### config.mk
export PLATFORM = sky130hd
export DESIGN_NAME = mii_tx_arbiter
export DESIGN_NICKNAME = d
export VERILOG_FILES = /design/src/rtl/mii_tx_arbiter.sv
export SDC_FILE = /design/constraint.sdc
export NUM_CORES = 1
export LEC_CHECK = 0
export ABC_AREA = 1
export BUFFER_PORTS_ARGS = -buffer_cell sky130_fd_sc_hd__buf_2
export CORE_AREA = 2 2 147 149
export DETAILED_ROUTE_END_ITERATION = 7
export DIE_AREA = 0 0 149 151
export GPL_ROUTABILITY_DRIVEN = 0
export PLACE_DENSITY_LB_ADDON = 0.3
export SLEW_MARGIN = 20
export SYNTH_ARGS = -nofsm -noshare
export SYNTH_HDL_FRONTEND = slang
export SYNTH_SLANG_ARGS = --single-unit
### constraint.sdc
create_clock -name clk -period 3.51 [get_ports clk]
set_input_delay 0.351 -clock clk [delete_from_list [all_inputs] [get_ports clk]]
set_output_delay 0.351 -clock clk [all_outputs]
set_load 0.05 [all_outputs]
### src/rtl/mii_tx_arbiter.sv
// Round-robin arbiter that hands one shared MII transmit lane to one source
// for a whole frame at a time. It inserts a fixed idle gap after each frame,
// substitutes error words on underrun, and aborts frames that run too long.
module mii_tx_arbiter #(
  parameter int         NUM_SRC    = 4,
  parameter int         DATA_WIDTH = 64,
  parameter int         CTRL_WIDTH = 8,
  parameter logic [7:0] IDLE_CODE  = 8'h07,
  parameter logic [7:0] ERROR_CODE = 8'hFE,
  parameter int         IPG_WORDS  = 2,
  parameter int         MAX_WORDS  = 192
) (
  input  logic                             clk,
  input  logic                             i_rst,
  input  logic [NUM_SRC-1:0]               i_src_req,
  input  logic [NUM_SRC*DATA_WIDTH-1:0]    i_src_data,
  input  logic [NUM_SRC*CTRL_WIDTH-1:0]    i_src_ctrl,
  input  logic [NUM_SRC-1:0]               i_src_valid,
  input  logic [NUM_SRC-1:0]               i_src_last,
  output logic [NUM_SRC-1:0]               o_src_gnt,
  output logic [NUM_SRC-1:0]               o_src_ready,
  output logic [DATA_WIDTH-1:0]            o_tx_data,
  output logic [CTRL_WIDTH-1:0]            o_tx_ctrl,
  output logic                             o_busy,
  output logic                             o_underrun,
  output logic                             o_oversize
);

  localparam int PTR_W = (NUM_SRC > 1) ? $clog2(NUM_SRC) : 1;
  localparam int CNT_W = $clog2(MAX_WORDS + 1);
  localparam int GAP_W = $clog2(IPG_WORDS + 1);
  localparam int BYTES = DATA_WIDTH / 8;

  localparam logic [DATA_WIDTH-1:0] IDLE_WORD  = {BYTES{IDLE_CODE}};
  localparam logic [DATA_WIDTH-1:0] ERROR_WORD = {BYTES{ERROR_CODE}};
  localparam logic [CTRL_WIDTH-1:0] CTRL_ALL   = '1;
  localparam logic [CNT_W-1:0]      MAX_CNT    = CNT_W'(MAX_WORDS);
  localparam logic [CNT_W-1:0]      CNT_ONE    = CNT_W'(1);
  localparam logic [GAP_W-1:0]      GAP_LOAD   = GAP_W'(IPG_WORDS);
  localparam logic [GAP_W-1:0]      GAP_ONE    = GAP_W'(1);
  localparam logic [PTR_W:0]        NSRC_EXT   = (PTR_W + 1)'(NUM_SRC);
  localparam logic [PTR_W-1:0]      LAST_SRC   = PTR_W'(NUM_SRC - 1);
  localparam logic [PTR_W-1:0]      PTR_ONE    = PTR_W'(1);

  typedef enum logic [1:0] {ST_IDLE, ST_SEND, ST_IPG} state_t;

  state_t                  state_reg, state_next;
  logic [NUM_SRC-1:0]      gnt_reg, gnt_next;
  logic [PTR_W-1:0]        sel_reg, sel_next;
  logic [PTR_W-1:0]        rr_reg, rr_next;
  logic [CNT_W-1:0]        count_reg, count_next;
  logic [GAP_W-1:0]        gap_reg, gap_next;
  logic [DATA_WIDTH-1:0]   data_reg, data_next;
  logic [CTRL_WIDTH-1:0]   ctrl_reg, ctrl_next;
  logic                    underrun_reg, underrun_next;
  logic                    oversize_reg, oversize_next;
  logic [NUM_SRC-1:0]      ready;

  logic [DATA_WIDTH-1:0]   src_data [NUM_SRC];
  logic [CTRL_WIDTH-1:0]   src_ctrl [NUM_SRC];

  // Split the packed source buses into per-source lanes.
  generate
    for (genvar gi = 0; gi < NUM_SRC; gi++) begin : g_unpack
      assign src_data[gi] = i_src_data[gi*DATA_WIDTH +: DATA_WIDTH];
      assign src_ctrl[gi] = i_src_ctrl[gi*CTRL_WIDTH +: CTRL_WIDTH];
    end
  endgenerate

  logic [DATA_WIDTH-1:0] sel_data;
  logic [CTRL_WIDTH-1:0] sel_ctrl;
  logic                  sel_valid;
  logic                  sel_last;

  assign sel_data  = src_data[sel_reg];
  assign sel_ctrl  = src_ctrl[sel_reg];
  assign sel_valid = i_src_valid[sel_reg];
  assign sel_last  = i_src_last[sel_reg];

  logic [NUM_SRC-1:0] req_rot;
  logic [PTR_W-1:0]   offset;
  logic [PTR_W:0]     sum;
  logic               found;
  logic [PTR_W-1:0]   winner;
  logic [NUM_SRC-1:0] winner_onehot;
  logic [PTR_W-1:0]   rr_after;

  // Round-robin pick: rotate requests so the pointer sits at bit 0, take the
  // lowest set bit, then rotate the offset back to an absolute source index.
  always_comb begin
    req_rot = NUM_SRC'({i_src_req, i_src_req} >> rr_reg);
    found   = |req_rot;
    offset  = '0;
    for (int i = NUM_SRC - 1; i >= 0; i--) begin
      if (req_rot[i]) offset = PTR_W'(i);
    end
    sum    = {1'b0, rr_reg} + {1'b0, offset};
    winner = (sum >= NSRC_EXT) ? PTR_W'(sum - NSRC_EXT) : sum[PTR_W-1:0];
    winner_onehot = '0;
    winner_onehot[winner] = 1'b1;
    rr_after = (winner == LAST_SRC) ? '0 : winner + PTR_ONE;
  end

  logic arbitrate;

  // Next-state, lane word and status pulses for the frame-level FSM.
  always_comb begin
    state_next    = state_reg;
    gnt_next      = gnt_reg;
    sel_next      = sel_reg;
    rr_next       = rr_reg;
    count_next    = count_reg;
    gap_next      = gap_reg;
    data_next     = IDLE_WORD;
    ctrl_next     = CTRL_ALL;
    underrun_next = 1'b0;
    oversize_next = 1'b0;
    ready         = '0;
    arbitrate     = 1'b0;
    case (state_reg)
      ST_IDLE: arbitrate = 1'b1;
      ST_SEND: begin
        if (count_reg == MAX_CNT) begin
          // Watchdog: refuse the word, poison the lane and close the frame.
          data_next     = ERROR_WORD;
          oversize_next = 1'b1;
          gnt_next      = '0;
          count_next    = '0;
          gap_next      = GAP_LOAD;
          state_next    = ST_IPG;
        end else begin
          ready = gnt_reg;
          if (sel_valid) begin
            data_next  = sel_data;
            ctrl_next  = sel_ctrl;
            count_next = count_reg + CNT_ONE;
            if (sel_last) begin
              gnt_next   = '0;
              count_next = '0;
              gap_next   = GAP_LOAD;
              state_next = ST_IPG;
            end
          end else begin
            // Source starved mid-frame: mark the hole, frame keeps going.
            data_next     = ERROR_WORD;
            underrun_next = 1'b1;
          end
        end
      end
      ST_IPG: begin
        gap_next = gap_reg - GAP_ONE;
        if (gap_reg == GAP_ONE) begin
          arbitrate  = 1'b1;
          state_next = ST_IDLE;
        end
      end
      default: state_next = ST_IDLE;
    endcase
    if (arbitrate && found) begin
      state_next = ST_SEND;
      gnt_next   = winner_onehot;
      sel_next   = winner;
      rr_next    = rr_after;
      count_next = '0;
    end
  end

  // State and registered lane outputs; reset forces an idle lane at once.
  always_ff @(posedge clk or posedge i_rst) begin
    if (i_rst) begin
      state_reg    <= ST_IDLE;
      gnt_reg      <= '0;
      sel_reg      <= '0;
      rr_reg       <= '0;
      count_reg    <= '0;
      gap_reg      <= '0;
      data_reg     <= IDLE_WORD;
      ctrl_reg     <= CTRL_ALL;
      underrun_reg <= 1'b0;
      oversize_reg <= 1'b0;
    end else begin
      state_reg    <= state_next;
      gnt_reg      <= gnt_next;
      sel_reg      <= sel_next;
      rr_reg       <= rr_next;
      count_reg    <= count_next;
      gap_reg      <= gap_next;
      data_reg     <= data_next;
      ctrl_reg     <= ctrl_next;
      underrun_reg <= underrun_next;
      oversize_reg <= oversize_next;
    end
  end

  assign o_src_gnt   = gnt_reg;
  assign o_src_ready = ready;
  assign o_tx_data   = data_reg;
  assign o_tx_ctrl   = ctrl_reg;
  assign o_busy      = (state_reg != ST_IDLE);
  assign o_underrun  = underrun_reg;
  assign o_oversize  = oversize_reg;

endmodule

==> flow_summary.toml, run 1 <==
[die]
initial_core_util_pct = 27.9
rows = 53
core-area_mm2 = 0.0208
die_h_um = 151
ioPinCount = 385
die_w_um = 149
dieArea_mm2 = 0.0225

[layout]
largest_reg_flops = 64
mostFrequentLayoutCell = "buf_2"
drive_above_1_share_pct = 41.0
final_cell_mix = "384 x buf_2, 166 x nand2_1, 100 x o21ai_0"
n_fill_cell = 2200
syn2layout_area_growth_pct = 41.0
regArea_mm2 = 0.00240
fin_nets = 1430
multi_input_area_mm2 = 0.00288

[global_route]
antenna_found_initial = 5
grt_max_degree = 101
track_usage_pct = 19.3
grt_pass1_vias = 6522
grt_pass1_wl_um = 33900
grt-ovfl-total = 0

[worst_setup_path]
crit_path_start_kind = "flip-flop"
critPathMaxFanout = 76
crit_required_ns = 3.71
end_kind = "flip-flop"
setup.worst_path.class = "flip-flop to flip-flop"
arrival_ns = 2.72

[logic_synthesis]
syn_area_per_cell_um2 = 7.44
synthFlopType = "dfrtp_1"
synth_nets = 1089
yosys.cell_types.count = 35
syn_inst = 782
ys_ff_latch = 94
yosys_warnings = 0
synth_edf_count = 0
postSynth.asyncResetShare_pct = 100
seq_area_frac_synth_pct = 41.1
netlist_area_mm2 = 0.00582

[timing]
max_freq_mhz = 396
finalHoldViolCount = 0
tightest_slew_ns = 0.992
finalSetupTns_ns = 0
drv_slew = 0
rsz0062_at_grt = "false"
slew_headroom_pct = 33.7
skew_ns = 0.00933
period_needed_ns = 2.53
timing.hold.ws_ns = 0.0578
period_share_pct = 72.0
setup_viol = 0

[detailed_routing]
drt_wl_total_um = 22700
vias = 6850
detail-route-antenna-nets = 0
viasPerCell = 4.87
drt_iter0_markers = 374
wire_per_inst_um = 16.2
drt_first_pass_iters = 5
post-route-drc-count = 0

[power]
power_density_mw_per_mm2 = 970
vdd_drop_max_v = 0.000459
leakage_nw = 4.24
total_power_w = 0.00795

[flow_run]
max_cap_viol_count = 0

[cts]
path_clk_slew_ns = 0.07
cts_root_buffer = "clkbuf_16"
cts_resized = 0
cts_buffers = 9
cts_setup_buffers = 0
clock_latency_ns = 0.35
cts_sinks = 94
cts_buffer_depth = 2
cts_tree = "done"
cts_max_level = 3
ctsHoldBuffers = 0

[placement]
dp.final_hpwl_um = 17000
port_buffers = 384

[worst_hold_path]
hp-class = "input pin to asynchronous set/reset pin"

[run_status]
status = "complete, no violations"
[final timing paths]
check / start / depth (start not counted) / slack, ns / end
min: i_rst / 2 / 0.06 / rr_reg[0]
min in group clk: i_src_data[33] / 3 / 0.30 / o_tx_data[33]
max reg2reg: sel_reg[0] / 6 / 0.98 / o_tx_ctrl[3]
max: sel_reg[0] / 6 / 0.98 / o_tx_ctrl[3]
min reg2reg: gap_reg[0] / 1 / 0.49 / gap_reg[0]
max in group asynchronous: i_rst / 3 / 2.73 / o_tx_data[18]
[worst max-delay path: stages, from the launching register on]
cell	delay, ns
dfrtp_4	0.44
buf_4	0.55
nand2_1	0.10
nand3_1	0.12
nand2_2	0.09
nor3_4	0.76
o221ai_1	0.31
[cell families (layout without fill, tap and decap cells)]
kind of cell             after synthesis  after routing  share of synthesized area, %
XOR/XNOR                               4              4                         0.603
adder cells (fa/ha/maj)                5              5                          1.08
AND/OR/NAND/NOR                      278            278                          19.8
other                                  0              3                             0
AO/OA/AOI/OAI                        274            274                          28.0
flip-flops                            94             94                          41.1
buffers and inverters                127            473                          9.32
[where the power goes]
group	switching (W)	leakage [nW]	internal (W)
combinational	0.00380	2.98	0.00132
clock	0.000436	0.152	0.000608
sequential	0.000183	1.11	0.00161
[Yosys cell counts, types with 7 or more instances]
| master | instances | area share [%] |
|---|---|---|
| a22oi_1 | 39 | 5.0 |
| clkbuf_1 | 28 | 1.8 |
| dfrtp_1 | 62 | 27 |
| buf_2 | 20 | 1.7 |
| inv_1 | 59 | 3.8 |
| inv_2 | 7 | 0.45 |
| o221ai_1 | 24 | 3.6 |
| o21ai_0 | 100 | 8.6 |
| a21oi_1 | 89 | 7.7 |
| a32o_1 | 8 | 1.4 |
| nor2_1 | 68 | 4.4 |
| nand2_1 | 166 | 11 |
| nand3_1 | 24 | 2.1 |
| dfstp_2 | 32 | 14 |
[through the flow]
| stage | util [%] | setup WS (ns) | area (um2) | std cells |
|---|---|---|---|---|
| final | 39.4 | 0.984 | 8200 | 1406 |
| after global routing | 39.4 | 0.728 | 8200 | 1404 |
| after CTS | 39.3 | 0.898 | 8190 | 1403 |
| after detailed placement | 37.8 | 0.925 | 7880 | 1387 |
| after global placement | 37.8 | 0.948 | 7880 | 1387 |
| after floorplan | - | 0.763 | 5820 | 782 |
[per-layer routing]
metal  part of all wire [%]  up-vias  global-route usage (%)  routed length [um]
li1                       -     3347                       -                   -
met1                     40     3158                    22.5                9060
met2                     49      302                    33.9               11100
met3                    8.3       41                    5.45                1880
met4                    2.8        2                    7.29                 635
met5                  0.057        -                       0                  13
[cell type report]
type / count / area share [%]
multi-input combinational: 561 / 35.1
inverter: 66 / 3.08
clock inverter: 1 / 0.0915
clock buffer: 15 / 3.78
antenna: 3 / 0.0915
tap: 275 / 4.20
timing repair buffer: 391 / 24.4
sequential: 94 / 29.2
Power figures use the tool's default switching activity.
==> inputs of run 2 (changes only) <==
==> constraint.sdc (replaced) <==
create_clock -name clk -period 2.4 [get_ports clk]
set_input_delay 0.24 -clock clk [delete_from_list [all_inputs] [get_ports clk]]
set_output_delay 0.24 -clock clk [all_outputs]
set_load 0.05 [all_outputs]
==> run 2 against run 1 <==
Compared with the run above: first-iteration DRC count decreased by 10%; critical path depth increased by 7; non-clock buffer count grew 9; total power increased by 49%; design area grew 1.2%; core utilization grew 0.46 points; die area stayed put; clock-buffer cell count is 3 lower; final cell count is 0.50% higher; sequential share of layout area shrank 0.32 points; sequential power rose by 47%; clock power increased by 47%.
==> flow_summary.toml, run 2 (synthesized netlist as in run 1, its figures left out) <==
[run_status]
status = "complete, no violations"

[placement]
place_area_mm2 = 0.00797
place_inst = 1395
dp.final_hpwl_um = 17000
port_buffers = 384

[cts]
cts_buffers = 9
cts_max_level = 3
cts_buffer_depth = 2
cts_root_buffer = "clkbuf_16"
path_clk_slew_ns = 0.06
cts_setup_buffers = 0
cts_sinks = 94
cts_tree = "done"
clock_latency_ns = 0.34

[die]
die_w_um = 149
ioPinCount = 385
rows = 53
initial_core_util_pct = 27.9
core-area_mm2 = 0.0208
dieArea_mm2 = 0.0225
die_h_um = 151

[global_route]
grt_pass1_vias = 6445
grt_max_degree = 77
grt-ovfl-total = 0
antenna_found_initial = 1
track_usage_pct = 19.1
grt_pass1_wl_um = 33500

[worst_setup_path]
critPathTopFamily = "simple AND/OR/NAND/NOR gates"
setup.worst_path.class = "flip-flop to flip-flop"
max_stage_delay_ns = 0.46
end_kind = "flip-flop"
path_cells = "inv_2, nand3_1, nand2_1, nand3_1, a21boi_0, ha_1, xor2_1, inv_1, nand3_1, nand2_1, ha_1, nand2_1, o21ai_0"
critPathMaxFanout = 6
crit_buf_inv = 2
crit_path_start_kind = "flip-flop"
arrival_ns = 2.43
r2r_start = "rr_reg[1]"
crit_required_ns = 2.62
critPathLaunch = "rr_reg[1]"
critPathSlowestCell = "dfrtp_1"

[worst_hold_path]
hp-class = "input pin to flip-flop"
hold_start = "i_src_ctrl[1]"

[timing]
period_needed_ns = 2.20
max_freq_mhz = 454
slew_headroom_pct = 51.2
setup_viol = 0
tightest_slew_ns = 0.732
period_share_pct = 91.7
rsz0062_at_grt = "false"
timing.hold.ws_ns = 0.189
skew_ns = 0.00528
finalHoldViolCount = 0
finalSetupTns_ns = 0
drv_slew = 0

[layout]
drive_above_1_share_pct = 41.3
final_cell_mix = "384 x buf_2, 166 x nand2_1, 100 x o21ai_0"
mostFrequentLayoutCell = "buf_2"
largest_reg_flops = 64
syn2layout_area_growth_pct = 42.7
fin_nets = 1439
stdcell_count = 1413
finalInstanceArea_mm2 = 0.00830

[flow_run]
max_cap_viol_count = 0

[detailed_routing]
post-route-drc-count = 0
drt_wl_total_um = 22300
detail-route-antenna-nets = 0
drt_first_pass_iters = 6
wire_per_inst_um = 15.8
viasPerCell = 4.86
vias = 6874
drt_iter0_markers = 336

[power]
vdd_drop_max_v = 0.000687
power_density_mw_per_mm2 = 1420
total_power_w = 0.0118
leakage_nw = 4.29
[run 2: final timing paths]
check,endpoint,slack (ns),cells past startpoint
worst min-delay path,o_tx_ctrl[1],0.19,3
max in group asynchronous,o_tx_data[20],1.21,4
worst max-delay path,rr_reg[1],0.20,13
worst min register to register,gap_reg[0],0.48,1
min in group asynchronous,o_tx_data[13],0.48,3
worst max register to register,rr_reg[1],0.20,13
[run 2: cell type report]
type | instances | area [um2]
antenna | 1 | 2.50
clock buffer | 12 | 236
clock inverter | 4 | 72.6
fill | 2175 | 12500
inverter | 66 | 254
multi-input combinational | 561 | 2880
sequential | 94 | 2400
tap | 275 | 344
timing repair buffer | 400 | 2110
[run 2: worst reg2reg max path, stage by stage (launching register included)]
cell and delay, ns:
dfrtp_1 0.46, inv_2 0.12, nand3_1 0.08, nand2_1 0.11, nand3_1 0.08, a21boi_0 0.17, ha_1 0.18, xor2_1 0.18
inv_1 0.06, nand3_1 0.12, nand2_1 0.11, ha_1 0.28, nand2_1 0.06, o21ai_0 0.06
[run 2: report_power, final]
group          total (W)  switching, W  internal, W
Clock            0.00153      0.000613     0.000914
Combinational    0.00766       0.00560      0.00206
Sequential       0.00263      0.000272      0.00236
[run 2: metrics by stage]
step / setup WS (ns) / util, %
global placement: 0.221 / 38.3
CTS: 0.168 / 39.8
floorplan: 0.392 / -
detailed placement: 0.186 / 38.3
global route: 0.00425 / 39.8
finish: 0.199 / 39.8
[run 2: what timing repair did]
item,4_1_cts,5_1_grt
endpoints found under the hold margin,14,0
gates resized for setup,0,1
hold buffers,1,0
endpoints found under the setup margin,0,1
[run 2: metal layers]
layer	part of all wire (%)	vias up	GRT usage, %
met5	0	-	0
met3	9.6	51	5.57
li1	-	3366	-
met1	40	3111	22.7
met4	3.3	0	7.76
met2	47	346	32.5
==> inputs of run 3 (changes only) <==
--- a/config.mk
+++ b/config.mk
@@ -5,11 +5,10 @@
 export SDC_FILE = /design/constraint.sdc
 export NUM_CORES = 1
 export LEC_CHECK = 0
-export ABC_AREA = 1
 export BUFFER_PORTS_ARGS = -buffer_cell sky130_fd_sc_hd__buf_2
-export CORE_AREA = 2 2 147 149
+export CORE_AREA = 2 2 152 154
 export DETAILED_ROUTE_END_ITERATION = 7
-export DIE_AREA = 0 0 149 151
+export DIE_AREA = 0 0 154 156
 export GPL_ROUTABILITY_DRIVEN = 0
 export PLACE_DENSITY_LB_ADDON = 0.3
 export SLEW_MARGIN = 20
==> run 3 against run 2 <==
Compared with the run above: hold slack worse by 0.16 ns; design area is 2.7% lower; worst setup slack worse by 0.067 ns; clock skew is 0.0042 ns higher; synthesized area is 6.1% lower; register-to-register slack worse by 0.07 ns; combinational power is 9.8% lower; largest cell class unchanged; highest routed layer unchanged.
==> flow_summary.toml, run 3 <==
[worst_setup_path]
crit_required_ns = 2.59
r2r_start = "rr_reg[0]"
crit_end = "rr_reg[1]"
end_kind = "flip-flop"
r2r-end = "rr_reg[1]"
crit_path_start_kind = "flip-flop"
setup.worst_path.class = "flip-flop to flip-flop"
arrival_ns = 2.45
critPathLaunch = "rr_reg[0]"
rrSetupSlack_ns = 0.13
critPathMaxFanout = 6
r2r_cells = 11

[logic_synthesis]
synthTopCellsByCount = "93 x nor2_1, 74 x mux4_2, 62 x dfrtp_1, 32 x dfstp_2, 25 x or2_2"
syn_area_per_cell_um2 = 12.4
yosysTopAreaCellShare_pct = 30.5
postSynth.asyncResetShare_pct = 100
synthFlopType = "dfrtp_1"
synth_area_leaders = "mux4_2 31%, dfrtp_1 28%, dfstp_2 15%, nor2_1 6.4%, or2_2 2.9%"
synth_edf_count = 0
yosys_warnings = 0
seq_area_frac_synth_pct = 43.8
yosys.cell_types.count = 47
yosys.cell_count.top_type = "nor2_1"
synth_nets = 749
synth_top_area_cell = "mux4_2"
syn_inst = 442
ys_ff_latch = 94
netlist_area_mm2 = 0.00546

[cts]
cts_buffers = 9
cts_root_buffer = "clkbuf_16"
clock_latency_ns = 0.35
cts_buffer_depth = 2
cts_max_level = 3
cts_sinks = 94
path_clk_slew_ns = 0.07
cts_tree = "done"

[timing]
setup_viol = 0
max_freq_mhz = 441
drv_slew = 0
period_needed_ns = 2.27
period_share_pct = 94.5
slew_headroom_pct = 41.3
skew_ns = 0.00949
setup_ws_ns = 0.132
tightest_slew_ns = 0.874
finalHoldViolCount = 0
finalSetupTns_ns = 0

[power]
power_density_mw_per_mm2 = 1360
pwr-share-clk_pct = 13.3
vdd_drop_max_v = 0.000436
total_power_w = 0.0110
leakage_nw = 3.81
power_switching_share_pct = 48.8
p_sw_w = 0.00536
p_seq_share_pct = 23.9
internal_power_w = 0.00563
p_comb_share_pct = 62.9

[die]
rows = 55
die_h_um = 156
die_w_um = 154
initial_core_util_pct = 24.4
dieArea_mm2 = 0.0240
core-area_mm2 = 0.0224
ioPinCount = 385

[flow_run]
max_cap_viol_count = 0

[detailed_routing]
drt_first_pass_iters = 4
detail-route-antenna-nets = 0
viasPerCell = 4.66
drt_iter0_markers = 240
drt_wl_total_um = 20300
post-route-drc-count = 0
wire_per_inst_um = 18.3
vias = 5158

[layout]
largest_reg_flops = 64
drive_above_1_share_pct = 68.1
mostFrequentLayoutCell = "buf_2"
fin_nets = 1123
n_fill_cell = 2293
final_cell_mix = "384 x buf_2, 93 x nor2_1, 74 x mux4_2"
syn2layout_area_growth_pct = 47.8
finalInstanceArea_mm2 = 0.00807

[placement]
dp.final_hpwl_um = 16500
place_area_mm2 = 0.00772
post-place-ws_ns = -0.0170
port_buffers = 384

[global_route]
grt_pass1_wl_um = 29900
grt-ovfl-total = 0
grt_max_degree = 95
antenna_found_initial = 1
track_usage_pct = 16.6
grt_pass1_vias = 5067

[worst_hold_path]
hp-class = "input pin to asynchronous set/reset pin"

[run_status]
status = "complete, no violations"
[run 3: cell types whose count changed in the layout (fill, tap and decap cells not counted), moves of 7 or more]
cell / delta
a32o_1: -8
or2_2: +25
inv_2: -7
mux4_2: +74
o221ai_1: -24
o21ai_0: -85
a22oi_1: -38
nand3_1: -19
nand2_1: -153
inv_1: -41
nor2_1: +25
a21oi_1: -78
[run 3: repair_timing]
action                     CTS  global route
setup endpoints to repair    1             4
resized for setup            1             9
hold buffers                 0             0
setup buffers                0             3
pin swaps                    0             1
[run 3: per-stage QoR]
stage	instances	util (%)	hold slack, ns
global route	1107	36.1	0.0646
detailed placement	1087	34.5	0.428
global placement	1087	34.5	0.437
floorplan	442	-	0.513
finish	1107	36.1	0.0295
CTS	1103	35.9	0.0420
[run 3: worst min path at each step]
stage,from,end,slack (ns),depth (start not counted)
detailed placement,i_rst,o_tx_data[21],0.43,3
finish,i_rst,o_tx_data[60],0.03,3
floorplan,gap_reg[1],gap_reg[1],0.51,2
CTS,i_rst,o_tx_data[21],0.04,3
global placement,i_rst,o_tx_data[19],0.44,3
global route,i_rst,o_tx_data[46],0.06,3
[run 3: cells by family after synthesis]
group / Yosys count / synth area share [%]
buf+inv: 52 / 3.94
xor+xnor: 4 / 0.642
simple gates: 166 / 14.5
flops: 94 / 43.8
compound gates: 45 / 5.06
mux: 76 / 30.9
fa+ha+maj: 5 / 1.15
[run 3: power by group through the flow]
stage	registers (W)	logic, W	clock network (W)
floorplan	0.00465	0.00316	0
global placement	0.00264	0.00687	0
detailed placement	0.00266	0.00690	0
CTS	0.00263	0.00692	0.00153
global route	0.00270	0.00738	0.00161
finish	0.00262	0.00691	0.00146
[run 3: layout make-up]
class                   instances  area [um2]  share of cell area, %
inverters                      17        67.6                  0.837
clock inverters                 5        58.8                  0.729
well taps                     285         357                   4.42
multi-input cells             296        2880                   35.6
repair buffers                398        2060                   25.6
flip-flops and latches         94        2400                   29.8
diodes                          1        2.50                 0.0310
clock buffers                  11         243                   3.01
[run 3: worst max-delay path, stage by stage (launching register included)]
cell and delay, ns:
dfrtp_2 0.41, buf_4 0.15, o22ai_1 0.07, a221oi_1 0.27, o21ai_1 0.13, ha_2 0.21, xor2_2 0.18, and3b_2 0.24
nor2_1 0.10, ha_1 0.23, nand2_1 0.05, o21ai_0 0.08
[run 3: metal layers]
| metal | vias up | share of wire, % | GRT usage, % |
|---|---|---|---|
| met2 | 226 | 49 | 26.7 |
| met4 | 0 | 3.1 | 6.50 |
| li1 | 2365 | - | - |
| met3 | 30 | 6.3 | 4.08 |
| met5 | - | 0 | 0 |
| met1 | 2537 | 42 | 21.7 |
